`config.mk`:
```
export PLATFORM = sky130hd
export DESIGN_NAME = prio_enco_seq
export DESIGN_NICKNAME = d
export VERILOG_FILES = /design/src/rtl/prio_enco_seq.sv
export SDC_FILE = /design/constraint.sdc
export NUM_CORES = 1
export LEC_CHECK = 0
export CORE_MARGIN = 3
export CORE_UTILIZATION = 58
export DETAILED_ROUTE_END_ITERATION = 8
export GPL_ROUTABILITY_DRIVEN = 0
export PLACE_DENSITY = 0.86
export SLEW_MARGIN = 20
export SYNTH_ARGS = -nofsm -noshare
export SYNTH_HDL_FRONTEND = slang
export SYNTH_SLANG_ARGS = --single-unit
```
`constraint.sdc`:
```
create_clock -name clk -period 8.1 [get_ports clk]
set_input_delay 2.43 -clock clk [delete_from_list [all_inputs] [get_ports clk]]
set_output_delay 2.43 -clock clk [all_outputs]
set_load 0.1 [all_outputs]
```
`src/rtl/prio_enco_seq.sv`:
```
// Sequential priority encoder: captures a request vector and emits each set
// bit's index, one per valid/ready beat, highest- or lowest-first.
module prio_enco_seq #(
  parameter int unsigned N         = 8,
  parameter bit          MSB_FIRST = 1'b1
) (
  input  logic                 clk,
  input  logic                 rst,
  input  logic                 en,
  input  logic                 load,
  input  logic [N-1:0]         a_in,
  input  logic                 ready_in,
  output logic [$clog2(N)-1:0] y_op,
  output logic                 valid_op,
  output logic                 last_op,
  output logic                 busy_op,
  output logic                 zero_op,
  output logic [$clog2(N):0]   count_op
);

  localparam int unsigned W  = $clog2(N);
  localparam int unsigned CW = W + 1;

  typedef enum logic [0:0] {IDLE = 1'b0, SCAN = 1'b1} state_t;

  state_t         state;
  logic [N-1:0]   pending;
  logic [N-1:0]   cleared;
  logic [W-1:0]   nxt_idx;
  logic [CW-1:0]  nxt_cnt;
  logic [W-1:0]   load_idx;
  logic [CW-1:0]  load_cnt;

  // Index of the highest (or lowest) set bit; 0 for an empty vector.
  function automatic logic [W-1:0] prio_idx(input logic [N-1:0] v);
    logic [W-1:0] idx;
    idx = '0;
    for (int unsigned i = 0; i < N; i++) begin
      if (MSB_FIRST) begin
        if (v[i]) idx = W'(i);
      end else begin
        if (v[N-1-i]) idx = W'(N-1-i);
      end
    end
    return idx;
  endfunction

  function automatic logic [CW-1:0] popcount(input logic [N-1:0] v);
    logic [CW-1:0] cnt;
    cnt = '0;
    for (int unsigned i = 0; i < N; i++) cnt = cnt + CW'(v[i]);
    return cnt;
  endfunction

  // Look-ahead so the next index is ready on the same edge as a transfer.
  always_comb begin
    cleared  = pending & ~(N'(1) << y_op);
    nxt_idx  = prio_idx(cleared);
    nxt_cnt  = popcount(cleared);
    load_idx = prio_idx(a_in);
    load_cnt = popcount(a_in);
  end

  always_ff @(posedge clk or posedge rst) begin
    if (rst) begin
      state    <= IDLE;
      pending  <= '0;
      y_op     <= '0;
      valid_op <= 1'b0;
      last_op  <= 1'b0;
      busy_op  <= 1'b0;
      zero_op  <= 1'b0;
      count_op <= '0;
    end else begin
      zero_op <= 1'b0;
      if (!en) begin
        valid_op <= 1'b0;
      end else begin
        case (state)
          IDLE: begin
            if (load) begin
              pending  <= a_in;
              count_op <= load_cnt;
              if (a_in == '0) begin
                zero_op <= 1'b1;
              end else begin
                state    <= SCAN;
                busy_op  <= 1'b1;
                valid_op <= 1'b1;
                y_op     <= load_idx;
                last_op  <= (load_cnt == CW'(1));
              end
            end
          end
          SCAN: begin
            if (valid_op && ready_in) begin
              pending <= cleared;
              y_op    <= nxt_idx;
              last_op <= (nxt_cnt == CW'(1));
              if (last_op) begin
                state    <= IDLE;
                busy_op  <= 1'b0;
                valid_op <= 1'b0;
              end else begin
                valid_op <= 1'b1;
              end
            end else begin
              // Re-assert after an en pause; hold y_op/last_op while stalled.
              valid_op <= 1'b1;
            end
          end
          default: state <= IDLE;
        endcase
      end
    end
  end

endmodule

```
==> out/qor.yml <==
drt:
  drc: 0
  routed_wl_um: 3570
  dr.pass1.iters: 4
  routed_via_density: 6.05
  vias: 1300
  drtAntennaViolNets: 0
  wl_per_cell_um: 16.6
  drt_iter0_markers: 84
clocking:
  cts_tree: "yes"
  clockBufferDepth: 2
  clkTransAtPathRegs_ps: 110
  clockRootBuffer: "clkbuf_4"
  cts_sinks: 20
  cts_buffers: 3
  cts_resized: 0
  cts_setup_buffers: 0
  cts_hold_buf: 0
  cts_max_level: 1
  clk_latency_ps: 300
timing:
  fin_crit_sh: 0.664
  max_freq_mhz: 186
  tightest_slew_ps: 981
  final.setup.tns_ps: 0
  min_period_ps: 5380
  finalSetupViolCount: 0
  finClkSkew_ps: 2.44
  slew_viol_final: 0
  rsz0062_at_grt: "false"
  hold_viol: 0
  relSlewSlack: 0.344
synthesis:
  synth_cell_types: 41
  yosysSeqAreaShare: 0.327
  synth-seq-cells: 20
  synth_ff_type: "dfrtp_1"
  synthesis.area_um2: 1530
  synth-edff-count: 0
  syn_inst: 167
  syn-num-nets: 195
  syn_area_per_cell_um2: 9.16
  synth-async-reset-ratio: 1.00
  yosysWarnings: 0
setup_path:
  path_class: "in2reg"
  reg2reg_slack_ps: 4180
  cp-startpoint: "a_in[0]"
  rr_startpoint: "y_op[0]"
  path_depth: 12
  cp_slowest_stage_delay_ps: 570
  crit_path_end_kind: "register"
  cp-start-kind: "input pin"
  cp_slowest_cell: "fa_1"
  r2r.worst_path.cells: 15
  cp_cell_sequence: "clkdlybuf4s50_1, fa_1, inv_1, fa_1, fa_1, inv_1, ha_1, inv_1, fa_1, xor2_1, nand4_1, a31oi_1"
  cp.required_ps: 8330
  rr_endpoint: "last_op"
  crit_family: "adder cells"
  path_buf_inv: 4
  crit_fanout: 3
  cp_common_cell: "fa_1"
  endpoint: "last_op"
  critPathArrivalTime_ps: 5610
placed_design:
  port_buffers: 23
  dpl.hpwl_um: 2840
  placed_cells: 212
die:
  rows: 17
  die_x_um: 57.4
  core_area_um2: 2360
  die_area_um2: 3290
  die_height_um: 57.4
  io_pins: 24
  initial_utilization: 0.648
flow_run:
  cap_violations: 0
worst_hold_path:
  worstHoldStart: "count_op[3]"
  min_path_type: "reg2reg"
global_route:
  grt_overflow_total: 0
  grt_pass1_vias: 1238
  gr-usage-all-layers: 0.233
  grt_antenna_before_repair: 0
  grt_max_degree: 21
  grt_pass1_wl_um: 5930
layout:
  nNetsFinal: 217
  area_growth_pct: 15.5
  insertedDiodeCount: 0
  drive_above_1_share: 0.0588
  post-route-util: 0.748
  fin_cells: 215
outcome:
  status: "finished clean"
[per-stage QoR]
stage / setup WS (ps) / hold slack, ps / cell area, µm²
6_report: 2720 / 502 / 1770
5_1_grt: 2560 / 540 / 1770
4_1_cts: 2720 / 506 / 1770
3_5_place_dp: 2400 / 479 / 1740
3_3_place_gp: 2590 / 466 / 1740
2_1_floorplan: 3130 / 449 / 1530
[cells by family after synthesis]
| kind of cell | synth area share |
|---|---|
| simple gates | 0.160 |
| compound gates | 0.198 |
| buf+inv | 0.0924 |
| flops | 0.327 |
| fa+ha+maj | 0.162 |
| mux | 0.0548 |
| xor+xnor | 0.00572 |
[flip-flops by register name, indices dropped and copies added (netlist names)]
signal	count
pending	8
count_op	4
y_op	3
busy_op	1
last_op	1
state	1
valid_op	1
zero_op	1
[worst min-delay path by stage]
stage,endpoint,slack (ps),cells after the start
after floorplan,pending[0],450,2
after global placement,pending[0],470,2
after detailed placement,count_op[3],480,2
after CTS,count_op[2],510,2
after global routing,count_op[2],540,2
final,count_op[3],500,2
[placed cells by master (no fill, tap or decap), types with 6 or more instances in the layout]
master,netlist,final
inv_1,24,24
ha_1,7,7
o21ai_1,6,6
fa_1,8,8
nand2_1,18,18
o21ai_0,10,10
dfrtp_1,20,20
nor2_1,7,7
clkdlybuf4s50_1,0,23
[tightest hold or removal path: stages, from the launching register on]
cell,delay (ps)
dfrtp_1,360
nand2_1,50
o21ai_0,60
[cell type report]
cell class | instances | area (µm²)
multi-input combinational | 117 | 888
clock buffer | 3 | 22.5
timing repair buffer | 23 | 230
tap | 28 | 35.0
sequential | 20 | 500
fill | 169 | 594
inverter | 24 | 90.1
[synth_stat cells, drive strengths merged, types with 2 or more instances]
cell type	count	area, µm²
a21o	2	15.0
mux2	3	33.8
a31oi	3	18.8
nor2	7	26.3
nand3b	3	22.5
o21ai	18	97.6
o21a	2	15.0
mux2i	5	50.1
nand2	18	67.6
nor2b	4	25.0
and3	2	12.5
a21oi	6	41.3
dfrtp	20	500
buf	6	51.3
fa	8	160
ha	7	87.6
nand3	4	20.0
nand2b	4	25.0
a21boi	3	22.5
inv	24	90.1
nor3	2	15.0
nand4	4	25.0
[layer usage]
| metal | wire (µm) | global-route usage | share of wire | vias to the layer above |
|---|---|---|---|---|
| li1 | - | - | - | 615 |
| met1 | 1480 | 0.293 | 0.41 | 620 |
| met2 | 1760 | 0.387 | 0.49 | 55 |
| met3 | 250 | 0.0588 | 0.070 | 10 |
| met4 | 88 | 0.0795 | 0.025 | 0 |
| met5 | 0 | 0 | 0 | - |
Power is not shown: default switching activity piles up to over one toggle a cycle in this logic, so the estimate is an artifact.
